$ cat src/rtl/micro_sequencer.sv
// Purpose: next-state generator for the microprogrammed control unit. It owns the
//          current-state register, a one-level return register and a stall watchdog.
// Latency: one cycle; the next state is registered on the edge after the sequencing fields.
// Backpressure: none; memory waits are self-loops that release on moc or trap on timeout.
module micro_sequencer #(
  parameter int         TIMEOUT_CYCLES = 64,
  parameter logic [6:0] TRAP_STATE     = 7'd0
) (
  input  logic       clk,
  input  logic       reset,
  input  logic [2:0] ns_sel,
  input  logic [6:0] cr_addr,
  input  logic [1:0] cond_sel,
  input  logic       inv,
  input  logic       moc,
  input  logic       cond_in,
  input  logic [6:0] enc_state,
  output logic [6:0] state,
  output logic [6:0] ret_state,
  output logic       timeout
);

  // The counter only has to reach TIMEOUT_CYCLES-1, so this width always suffices.
  localparam int            CW       = $clog2(TIMEOUT_CYCLES + 1);
  localparam logic [CW-1:0] HOLD_MAX = CW'(TIMEOUT_CYCLES - 1);
  localparam logic [CW-1:0] HOLD_ONE = CW'(1);

  // Next-state mode encodings as stored in the microstore.
  localparam logic [2:0] NS_DECODE = 3'd0;
  localparam logic [2:0] NS_FETCH  = 3'd1;
  localparam logic [2:0] NS_INC    = 3'd2;
  localparam logic [2:0] NS_JUMP   = 3'd3;
  localparam logic [2:0] NS_BR_INC = 3'd4;
  localparam logic [2:0] NS_BR_DEC = 3'd5;
  localparam logic [2:0] NS_CALL   = 3'd6;
  localparam logic [2:0] NS_RET    = 3'd7;

  localparam logic [6:0] FETCH_STATE = 7'd1;

  logic [CW-1:0] hold_cnt;
  logic          cond_raw;
  logic          cond;
  logic [6:0]    inc;
  logic [6:0]    next_state;
  logic          load_ret;
  logic          self_loop;
  logic          trap;

  // Select the test condition and apply the optional inversion.
  always_comb begin
    cond_raw = 1'b0;
    unique case (cond_sel)
      2'd0:    cond_raw = moc;
      2'd1:    cond_raw = cond_in;
      2'd2:    cond_raw = 1'b1;
      default: cond_raw = 1'b0;
    endcase
    cond = cond_raw ^ inv;
  end

  // Compute the candidate next state; incrementing past 127 wraps to 0 naturally.
  always_comb begin
    inc        = state + 7'd1;
    next_state = inc;
    load_ret   = 1'b0;
    unique case (ns_sel)
      NS_DECODE: next_state = enc_state;
      NS_FETCH:  next_state = FETCH_STATE;
      NS_INC:    next_state = inc;
      NS_JUMP:   next_state = cr_addr;
      NS_BR_INC: next_state = cond ? cr_addr : inc;
      NS_BR_DEC: next_state = cond ? cr_addr : enc_state;
      NS_CALL: begin
        next_state = cr_addr;
        load_ret   = 1'b1;
      end
      default:   next_state = ret_state;
    endcase
  end

  // A self-loop is any cycle whose computed successor is the current state, whatever
  // mode produced it; the trap fires on the self-loop seen with the counter at its limit.
  always_comb begin
    self_loop = (next_state == state);
    trap      = self_loop && (hold_cnt == HOLD_MAX);
  end

  // Register state, return address, stall counter and the sticky timeout flag.
  always_ff @(posedge clk) begin
    if (reset) begin
      state     <= 7'd0;
      ret_state <= 7'd0;
      timeout   <= 1'b0;
      hold_cnt  <= '0;
    end else if (trap) begin
      // The trapped microinstruction is abandoned, including any return-address load.
      state    <= TRAP_STATE;
      timeout  <= 1'b1;
      hold_cnt <= '0;
    end else begin
      state <= next_state;
      if (load_ret) begin
        ret_state <= inc;
      end
      if (self_loop) begin
        hold_cnt <= hold_cnt + HOLD_ONE;
      end else begin
        hold_cnt <= '0;
      end
    end
  end

endmodule
$ cat config.mk
export PLATFORM = sky130hd
export DESIGN_NAME = micro_sequencer
export DESIGN_NICKNAME = d
export VERILOG_FILES = /design/src/rtl/micro_sequencer.sv
export SDC_FILE = /design/constraint.sdc
export NUM_CORES = 1
export LEC_CHECK = 0
export BUFFER_PORTS_ARGS = -buffer_cell sky130_fd_sc_hd__buf_2
export CAP_MARGIN = 15
export CORE_MARGIN = 5
export CORE_UTILIZATION = 45
export CTS_BUF_LIST = sky130_fd_sc_hd__clkbuf_4
export CTS_CLUSTER_DIAMETER = 80
export CTS_CLUSTER_SIZE = 8
export DETAILED_ROUTE_END_ITERATION = 16
export PLACE_DENSITY = 0.7
export SKIP_LAST_GASP = 1
export SLEW_MARGIN = 20
export SYNTH_ARGS = -nofsm -noshare
export SYNTH_HDL_FRONTEND = slang
export SYNTH_SLANG_ARGS = --single-unit
$ cat constraint.sdc
create_clock -name clk -period 2.9 [get_ports clk]
set_input_delay 0.435 -clock clk [delete_from_list [all_inputs] [get_ports clk]]
set_output_delay 0.435 -clock clk [all_outputs]
set_load 0.005 [all_outputs]
==> flow_metrics.env, run 1 <==
export IMPL_status="completed"
export IMPL_netlist_area_um2=1930
export IMPL_placed_area_um2=2280
export IMPL_cts_tree="done"
export IMPL_drv_cap=0
export IMPL_antennaDiodeCount=0
export IMPL_ys_types=75
export IMPL_synth_top_area_cell="dfxtp_1"
export IMPL_grt_pass1_vias=1894
export IMPL_fmax_mhz=365
export IMPL_hold_class="in2reg"
export IMPL_final_common_cell="buf_2"
export IMPL_port_buffers=38
export IMPL_worst_ep_arrival_time_ps=2970
export IMPL_cts_buffers=3
export IMPL_reg2reg_from="state[1]"
export IMPL_ys_warn_count=0
export IMPL_clockRootBuffer="clkbuf_4"
export IMPL_fin_skew_ps=6.89
export IMPL_start_util=0.472
export IMPL_place_inst=338
export IMPL_critical_path_required_ps=3130
export IMPL_io_pins=39
export IMPL_layoutNonFillerInstCount=343
export IMPL_areaGrowthSynthToFinish_pct=21.7
export IMPL_crit_slowest_cell="or4b_1"
export IMPL_rows=23
export IMPL_ir_worst_vdd_v=0.000219
export IMPL_die_area_um2=5690
export IMPL_drc=0
export IMPL_final_area_um2=2350
export IMPL_power_density_nw_per_um2=367
export IMPL_vias_per_cell=5.90
export IMPL_nets=320
export IMPL_r2r_end="ret_state[5]"
export IMPL_fin_crit_sh=0.944
export IMPL_crit_start="state[1]"
export IMPL_dp_hpwl_mm=4.35
export IMPL_end_kind="register"
export IMPL_clkLatencyLatePin_ps=310
export IMPL_grt_overflow=0
export IMPL_drt_iter0_drc=105
export IMPL_core_area_um2=4090
export IMPL_netlist_instances=240
export IMPL_synth_flop_cell="dfxtp_1"
export IMPL_rsz0062_at_grt="false"
export IMPL_fin_util=0.574
export IMPL_grt_pass1_wl_mm=8.96
export IMPL_path_cells="ha_1 > nand3_2 > buf_4 > or4b_1 > nand3_1 > o22ai_1 > and3_2 > a211oi_2 > and4_4 > nor2_2 > a211oi_1"
export IMPL_grt_antenna_before_repair=0
export IMPL_critPathCapture="ret_state[5]"
export IMPL_finalSetupViolCount=0
export IMPL_yosys_area_top_type_share=0.228
export IMPL_seq_area_frac_synth=0.228
export IMPL_grt_start_max_net_pins=23
export IMPL_slew_headroom=0.576
export IMPL_dr_pass1_iters=4
export IMPL_ant_nets=0
export IMPL_postSynthAreaPerCell_um2=8.03
export IMPL_crit_fanout=6
export IMPL_hold_viol=0
export IMPL_die_x_um=75.5
export IMPL_chipHeight_um=75.5
export IMPL_ff2ff_path_depth=11
export IMPL_ys_top_cells_by_area="dfxtp_1 (23%), nor2_1 (4.7%), nand3_1 (3.6%), xnor2_1 (3.6%), a211oi_1 (3.5%)"
export IMPL_hold_slack_ps=405
export IMPL_leakage_nw=0.946
export IMPL_r2r_slack_ps=160
export IMPL_ys_ff_latch=22
export IMPL_worst_pin_slew_ps=630
export IMPL_final_layout_size_suffix_gt1_frac=0.328
export IMPL_wl_per_cell_um=15.7
export IMPL_path_class="reg2reg"
export IMPL_cts_path_max_buffers=2
export IMPL_hp_start="reset"
export IMPL_maxSlewViolCount=0
export IMPL_crit_path_start_kind="register"
export IMPL_gp_congestion=0.856
export IMPL_grtUsageTotal=0.201
export IMPL_clkSlewWorstSetupHoldPaths_ps=130
export IMPL_synthArstFlopShare=0
export IMPL_clkSinkCount=22
export IMPL_mostFrequentLayoutCells="buf_2 (38), buf_4 (26), nor2_1 (24), dfxtp_1 (22), nand2_1 (15)"
export IMPL_synth_nets=266
export IMPL_max_stage_delay_ps=450
export IMPL_min_period_ps=2740
export IMPL_synth_enable_flop_cells=0
export IMPL_cts_htree_levels=1
export IMPL_via_count=2024
export IMPL_routed_wl_mm=5.39
-- how the worst min path moves through the flow --
stage	endpoint	slack (ps)	cells past startpoint
floorplan	hold_cnt[6]	400	2
global placement	hold_cnt[6]	410	2
detailed placement	hold_cnt[6]	420	2
CTS	ret_state[6]	390	2
global route	ret_state[3]	410	2
finish	ret_state[6]	400	2
-- metal layers --
metal  share of wire  GRT usage  wire, um  vias to the layer above
li1                -          -         -                     1016
met1            0.47      0.284      2550                      956
met2            0.46      0.330      2500                       50
met3           0.062     0.0422       336                        2
met4          0.0017     0.0136         9                        0
met5               0          0         0                        -
-- timing repair --
| action | in CTS | in global routing |
|---|---|---|
| setup buffers | 0 | 1 |
| endpoints found under the setup margin | 0 | 11 |
| resized for setup | 0 | 2 |
| hold buffers | 0 | 0 |
-- stage by stage --
stage	setup WS [ps]	setup TNS, ps	power, W
after floorplan	256	0	0.000524
after global placement	50.5	0	0.000626
after detailed placement	-35.0	-191	0.000631
after CTS	63.6	0	0.000864
after global routing	16.2	0	0.000908
final	163	0	0.000862
-- cell families after synthesis --
group,count (synthesis),share of synthesized area
simple gates,103,0.299
compound gates,70,0.282
buf+inv,22,0.0772
flops,22,0.228
xor+xnor,14,0.0636
mux,5,0.0266
fa+ha+maj,4,0.0234
-- where the power goes --
group          internal, W  switching [W]
Combinational     0.000138       0.000157
Sequential        0.000316      0.0000161
Clock             0.000140      0.0000950
-- final cells by class --
| type | count | area (um^2) |
|---|---|---|
| fill | 392 | 1740 |
| multi-input combinational | 196 | 1350 |
| sequential | 22 | 440 |
| timing repair buffer | 66 | 425 |
| tap | 50 | 62.6 |
| clock inverter | 1 | 30.0 |
| clock buffer | 3 | 22.5 |
| inverter | 5 | 18.8 |
-- state kept, by name, summed over array words and instances (netlist names) --
| name | flops |
|---|---|
| hold_cnt | 7 |
| ret_state | 7 |
| state | 7 |
| timeout | 1 |
-- cell usage after synthesis, types with 2 or more instances --
master     number
a211o_1         4
a211oi_1        9
a211oi_2        2
a21oi_1        12
a22oi_1         3
and3_1          3
buf_2           7
buf_4           3
buf_6           3
clkbuf_8        2
dfxtp_1        22
ha_1            2
inv_1           5
maj3_1          2
mux2i_1         4
nand2_1        15
nand3_1        14
nand3b_1        3
nand4_1         5
nor2_1         24
nor2b_1         6
nor3_1          9
nor3_2          2
nor3b_1         2
nor4b_1         2
o2111ai_1       3
o211ai_1        3
o21ai_0         9
o22ai_1         2
xnor2_1         8
xor2_1          6
-- critical path, delay by kind of cell (launching register included) --
kind | cells | cell delay [ps]
DFF | 1 | 360
and+or+nand+nor | 6 | 1320
AOI/OAI and AO/OA | 3 | 570
buffers and inverters | 1 | 170
adders and majority gates | 1 | 230
Note: power is estimated with default switching activity, not from simulation.
==> inputs of run 2 (changes only) <==
--- a/config.mk
+++ b/config.mk
@@ -14,6 +14,7 @@
 export CTS_CLUSTER_SIZE = 8
 export DETAILED_ROUTE_END_ITERATION = 16
 export PLACE_DENSITY = 0.7
+export REMOVE_ABC_BUFFERS = 1
 export SKIP_LAST_GASP = 1
 export SLEW_MARGIN = 20
 export SYNTH_ARGS = -nofsm -noshare
==> run 2 against run 1 <==
  * Routed wire length is 5.4% higher
  * Combinational power is 4% higher
  * Global-route usage is 0.83 points higher
  * Non-clock buffer count is 10 higher
  * Clock power is 2% higher
  * Final cell count is 2.9% higher
  * Total power is 1.6% higher
  * First-iteration DRC count is 60% higher
  * Setup slack better by 75 ps
  * Critical endpoint is now ret_state[2]
  * Largest cell class unchanged
==> flow_metrics.env, run 2 (synthesis results as in run 1) <==
export IMPL_crit_fanout=6
export IMPL_cts_tree="done"
export IMPL_path_buf_inv=1
export IMPL_ant_nets=0
export IMPL_crit_cells=11
export IMPL_io_pins=39
export IMPL_finalPower_w=0.000876
export IMPL_status="completed"
export IMPL_grt_antenna_before_repair=0
export IMPL_clockPowerShare=0.272
export IMPL_switchingPower_w=0.000278
export IMPL_rows=23
export IMPL_start_util=0.472
export IMPL_drt_iter0_drc=168
export IMPL_via_count=2121
export IMPL_clockRootBuffer="clkbuf_4"
export IMPL_drc=0
export IMPL_mostFrequentLayoutCells="buf_2 (38), buf_4 (38), nor2_1 (24), dfxtp_1 (22), nand2_1 (15)"
export IMPL_cts_buffers=3
export IMPL_grt_pass1_wl_mm=9.25
export IMPL_n_fill_cell=396
export IMPL_power_frac_seq=0.378
export IMPL_areaGrowthSynthToFinish_pct=24.3
export IMPL_end_kind="register"
export IMPL_crit_start="state[0]"
export IMPL_antennaDiodeCount=0
export IMPL_grt_pass1_vias=1934
export IMPL_worst_ep_arrival_time_ps=2900
export IMPL_die_x_um=75.5
export IMPL_switching_share=0.317
export IMPL_worst_pin_slew_ps=609
export IMPL_max_stage_delay_ps=460
export IMPL_min_period_ps=2660
export IMPL_chipHeight_um=75.5
export IMPL_cts_htree_levels=1
export IMPL_clkSlewWorstSetupHoldPaths_ps=130
export IMPL_cts_hold_buf=0
export IMPL_rsz0062_at_grt="false"
export IMPL_power_density_nw_per_um2=366
export IMPL_fmax_mhz=376
export IMPL_crit_path_start_kind="register"
export IMPL_r2r_end="ret_state[2]"
export IMPL_tns_ps=0
export IMPL_cpLargestDelayFamily="simple AND/OR/NAND/NOR gates"
export IMPL_finalSetupViolCount=0
export IMPL_port_buffers=38
export IMPL_path_class="reg2reg"
export IMPL_leakage_nw=0.985
export IMPL_dp_hpwl_mm=4.60
export IMPL_dr_pass1_iters=5
export IMPL_die_area_um2=5690
export IMPL_ff2ff_path_depth=11
export IMPL_wl_per_cell_um=16.1
export IMPL_slew_headroom=0.590
export IMPL_crit_slowest_cell="or4b_1"
export IMPL_fin_skew_ps=10.4
export IMPL_path_cells="ha_1 > nand3_2 > buf_4 > or4b_1 > nand3_1 > o22ai_1 > and3_2 > a211oi_2 > and4_4 > nor2_2 > a211oi_1"
export IMPL_reg2reg_from="state[0]"
export IMPL_r2r_slack_ps=240
export IMPL_hold_class="in2reg"
export IMPL_fin_crit_sh=0.918
export IMPL_grt_start_max_net_pins=14
export IMPL_reg_top3="hold_cnt: 7 flops, ret_state: 7 flops, state: 7 flops"
export IMPL_clkSinkCount=22
export IMPL_grt_overflow=0
export IMPL_grtUsageTotal=0.209
export IMPL_vias_per_cell=6.01
export IMPL_power_internal_w=0.000598
export IMPL_ir_worst_vdd_v=0.000231
export IMPL_critPathCapture="ret_state[2]"
export IMPL_critical_path_required_ps=3130
export IMPL_drv_cap=0
export IMPL_nets=330
export IMPL_combPwrFrac=0.350
export IMPL_final_layout_size_suffix_gt1_frac=0.350
export IMPL_gp_congestion=0.916
export IMPL_hold_viol=0
export IMPL_maxSlewViolCount=0
export IMPL_routed_wl_mm=5.69
export IMPL_clkLatencyLatePin_ps=320
export IMPL_cts_path_max_buffers=2
export IMPL_core_area_um2=4090
[run 2: cell count changes in the layout (fill, tap and decap cells not counted)]
cell	previous run	this run
buf_4	26	38
buf_12	2	0
o21ai_0	9	8
o21ai_1	0	1
[run 2: area by class of cell]
class                      count  area [um^2]  area share
clock inverter                 1         30.0      0.0125
sequential                    22          440       0.184
inverter                       5         18.8     0.00783
timing repair buffer          76          475       0.198
clock buffer                   3         22.5     0.00939
tap                           50         62.6      0.0261
multi-input combinational    196         1350       0.562
[run 2: metrics by stage]
| step | std cells | util | setup WS, ps | area [um^2] | hold slack (ps) |
|---|---|---|---|---|---|
| 2_1_floorplan | 223 | - | 278 | 1800 | 405 |
| 3_5_place_dp | 349 | 0.572 | 40.1 | 2340 | 420 |
| 5_1_grt | 353 | 0.587 | 41.6 | 2400 | 424 |
| 6_report | 353 | 0.587 | 238 | 2400 | 412 |
| 4_1_cts | 353 | 0.585 | 148 | 2390 | 409 |
| 3_3_place_gp | 349 | 0.572 | 61.5 | 2340 | 413 |
[run 2: power groups by stage]
| stage | registers [W] | clock network (W) | logic, W |
|---|---|---|---|
| 2_1_floorplan | 0.000342 | 0 | 0.000153 |
| 3_3_place_gp | 0.000337 | 0 | 0.000298 |
| 3_5_place_dp | 0.000337 | 0 | 0.000301 |
| 4_1_cts | 0.000330 | 0.000242 | 0.000303 |
| 5_1_grt | 0.000333 | 0.000257 | 0.000335 |
| 6_report | 0.000331 | 0.000239 | 0.000307 |
[run 2: routing by layer]
layer | up-vias | share of wire | track usage
met3 | 12 | 0.087 | 0.0501
li1 | 1032 | - | -
met5 | - | 0 | 0
met4 | 0 | 0.014 | 0.0485
met2 | 103 | 0.44 | 0.321
met1 | 974 | 0.46 | 0.296
[run 2: worst reg2reg max path: stages (launching register included)]
cell and delay [ps]:
dfxtp_1 360, ha_1 220, nand3_2 140, buf_4 170, or4b_1 460, nand3_1 90, o22ai_1 80, and3_2 260
a211oi_2 230, and4_4 270, nor2_2 70, a211oi_1 230
[run 2: repair_timing]
action / 4_1_cts / 5_1_grt
gates resized for setup: 0 / 3
setup endpoints to repair: 0 / 15
buffers inserted: 0 / 0
[run 2: worst min path at each step]
stage | cells past startpoint | endpoint | from
after global placement | 2 | hold_cnt[6] | hold_cnt[6]
after global routing | 2 | ret_state[5] | reset
after floorplan | 2 | hold_cnt[6] | hold_cnt[6]
after CTS | 2 | ret_state[4] | reset
after detailed placement | 2 | hold_cnt[6] | hold_cnt[6]
final | 2 | ret_state[4] | reset
==> inputs of run 3 (changes only) <==
--- a/config.mk
+++ b/config.mk
@@ -5,15 +5,16 @@
 export SDC_FILE = /design/constraint.sdc
 export NUM_CORES = 1
 export LEC_CHECK = 0
+export ABC_AREA = 1
 export BUFFER_PORTS_ARGS = -buffer_cell sky130_fd_sc_hd__buf_2
 export CAP_MARGIN = 15
 export CORE_MARGIN = 5
-export CORE_UTILIZATION = 45
+export CORE_UTILIZATION = 56
 export CTS_BUF_LIST = sky130_fd_sc_hd__clkbuf_4
 export CTS_CLUSTER_DIAMETER = 80
 export CTS_CLUSTER_SIZE = 8
 export DETAILED_ROUTE_END_ITERATION = 16
-export PLACE_DENSITY = 0.7
+export PLACE_DENSITY = 0.86
 export REMOVE_ABC_BUFFERS = 1
 export SKIP_LAST_GASP = 1
 export SLEW_MARGIN = 20
==> run 3 against run 2 <==
  * Worst hold slack worse by 110 ps
  * Via count down 11%
  * Fmax up 3.7%
  * Sequential power up 1%
  * Utilization up 7.0 points
  * First-iteration DRC count down 13%
  * Clock skew down 7.9 ps
  * Setup slack better by 95 ps
  * Cell area down 18%
  * Sequential share of layout area up 4.1 points
  * Combinational power down 27%
  * Largest cell class unchanged
==> flow_metrics.env, run 3 <==
export IMPL_pre_cts_slack_ps=377
export IMPL_grt_overflow=0
export IMPL_multi_input_area_um2=1090
export IMPL_synthArstFlopShare=0
export IMPL_ys_top_cells_by_area="dfxtp_1 (26%), nand2_1 (20%), nand3_1 (13%), nor2_1 (7.6%), inv_1 (6.5%)"
export IMPL_drt_iter0_drc=147
export IMPL_core_area_um2=2980
export IMPL_postSynthAreaPerCell_um2=5.91
export IMPL_critical_path_required_ps=3110
export IMPL_end_kind="register"
export IMPL_ys_types=29
export IMPL_final_common_cell="nand2_1"
export IMPL_grt_antenna_before_repair=0
export IMPL_seq_area_frac_synth=0.261
export IMPL_clockRootBuffer="clkbuf_4"
export IMPL_ant_nets=0
export IMPL_port_buffers=38
export IMPL_final_layout_size_suffix_gt1_frac=0.222
export IMPL_cts_tree="done"
export IMPL_ys_warn_count=0
export IMPL_path_common_cell="nand2_1"
export IMPL_worst_pin_slew_ps=553
export IMPL_clkSinkCount=22
export IMPL_routed_wl_mm=4.40
export IMPL_io_pins=39
export IMPL_fin_util=0.657
export IMPL_synth_enable_flop_cells=0
export IMPL_gp_congestion=0.980
export IMPL_hold_class="in2reg"
export IMPL_rows=20
export IMPL_synth_top_area_cell="dfxtp_1"
export IMPL_seqCellArea_um2=440
export IMPL_rsz0062_at_grt="false"
export IMPL_clkSlewWorstSetupHoldPaths_ps=120
export IMPL_finalSetupViolCount=0
export IMPL_power_frac_seq=0.422
export IMPL_cpLargestDelayFamily="simple AND/OR/NAND/NOR gates"
export IMPL_path_buf_inv=2
export IMPL_leakage_nw=1.02
export IMPL_chipHeight_um=64.9
export IMPL_path_class="reg2reg"
export IMPL_ir_worst_vdd_v=0.000351
export IMPL_mostFrequentLayoutCells="nand2_1 (90), nand3_1 (43), buf_2 (38), nor2_1 (34), inv_1 (29)"
export IMPL_worst_ep_arrival_time_ps=2780
export IMPL_crit_fanout=17
export IMPL_grtUsageTotal=0.217
export IMPL_synth_flop_cell="dfxtp_1"
export IMPL_finalWorstSetupSlack_ps=334
export IMPL_wl_per_cell_um=12.3
export IMPL_slew_headroom=0.628
export IMPL_cts_path_max_buffers=2
export IMPL_power_internal_w=0.000541
export IMPL_cts_hold_buf=0
export IMPL_grt_pass1_vias=1656
export IMPL_netlist_instances=285
export IMPL_cts_buffers=3
export IMPL_dp_hpwl_mm=3.47
export IMPL_nets=352
export IMPL_crit_slowest_cell="dfxtp_1"
export IMPL_via_count=1883
export IMPL_vias_per_cell=5.26
export IMPL_areaGrowthSynthToFinish_pct=16.0
export IMPL_fmax_mhz=390
export IMPL_synthTopCellsByCount="nand2_1 (90), nand3_1 (43), nor2_1 (34)"
export IMPL_clkLatencyLatePin_ps=310
export IMPL_hold_viol=0
export IMPL_drv_cap=0
export IMPL_netlist_area_um2=1690
export IMPL_drc=0
export IMPL_maxSlewViolCount=0
export IMPL_die_area_um2=4210
export IMPL_ys_ff_latch=22
export IMPL_ctsResizeCount=0
export IMPL_path_cells="ha_1 > nand2_1 > inv_1 > nand3_1 > nand2_1 > nand3_1 > nand2_1 > nand2_1 > nand3_1 > nand2_1 > nand2_1 > nand2_1 > clkinv_1 > nand2_1 > nor2_2 > nand3_4 > nand2_1 > nor2_1"
export IMPL_max_stage_delay_ps=510
export IMPL_tns_ps=0
export IMPL_hold_slack_ps=305
export IMPL_yosys_area_top_type_share=0.261
export IMPL_crit_path_start_kind="register"
export IMPL_antennaDiodeCount=0
export IMPL_grt_pass1_wl_mm=7.25
export IMPL_cts_setup_buffers=0
export IMPL_dr_pass1_iters=4
export IMPL_fin_crit_sh=0.885
export IMPL_start_util=0.566
export IMPL_power_density_nw_per_um2=406
export IMPL_n_fill_cell=268
export IMPL_die_x_um=64.9
export IMPL_status="completed"
export IMPL_cts_htree_levels=1
export IMPL_clockPowerShare=0.295
export IMPL_fin_skew_ps=2.49
export IMPL_yosysMostFrequentCell="nand2_1"
export IMPL_combPwrFrac=0.283
export IMPL_reg_top3="hold_cnt: 7 flops, ret_state: 7 flops, state: 7 flops"
export IMPL_switching_share=0.318
export IMPL_grt_start_max_net_pins=18
export IMPL_switchingPower_w=0.000252
export IMPL_min_period_ps=2570
run 3: kinds of logic after synthesis:
group | Yosys count | share of synthesized area
AND/OR/NAND/NOR | 200 | 0.546
buffers and inverters | 38 | 0.0906
flip-flops | 22 | 0.261
AO/OA/AOI/OAI | 17 | 0.0557
XOR/XNOR | 6 | 0.0312
adder cells (fa/ha/maj) | 2 | 0.0148
run 3: layer usage:
layer | vias up | part of all wire | track usage
met5 | - | 0 | 0
met4 | 0 | 0.015 | 0.0554
met3 | 9 | 0.065 | 0.0468
met2 | 64 | 0.47 | 0.361
met1 | 826 | 0.45 | 0.283
li1 | 984 | - | -
run 3: worst register-to-register path: stages (launching register included):
cell,delay (ps)
dfxtp_1,510
ha_1,280
nand2_1,70
inv_1,100
nand3_1,70
nand2_1,120
nand3_1,90
nand2_1,60
nand2_1,40
nand3_1,110
nand2_1,80
nand2_1,60
nand2_1,50
clkinv_1,40
nand2_1,60
nor2_2,150
nand3_4,210
nand2_1,300
nor2_1,80
run 3: cell type report:
type                            instances  area share
Timing Repair Buffer                   39       0.101
Clock inverter                          1      0.0154
Sequential cell                        22       0.225
Tap cell                               33      0.0211
Multi-Input combinational cell        225       0.559
Clock buffer                            3      0.0115
Inverter                               35      0.0672
run 3: final timing paths:
path                from           to  slack [ps]  cells past startpoint
max             state[0]     state[5]         330                     18
min                reset      timeout         300                      2
max reg2reg     state[0]     state[5]         330                     18
min reg2reg  hold_cnt[0]  hold_cnt[0]         460                      1
run 3: power by group through the flow:
stage	registers (W)	logic (W)	clock network, W
after floorplan	0.000339	0.000150	0
after global placement	0.000341	0.000218	0
after detailed placement	0.000341	0.000222	0
after CTS	0.000335	0.000224	0.000237
after global routing	0.000337	0.000255	0.000253
final	0.000335	0.000225	0.000234
run 3: through the flow:
stage,instance area [um^2],cells,total power [W]
4_1_cts,1960,358,0.000795
3_5_place_dp,1900,354,0.000563
6_report,1960,358,0.000793
3_3_place_gp,1900,354,0.000559
5_1_grt,1960,358,0.000845
2_1_floorplan,1660,282,0.000489
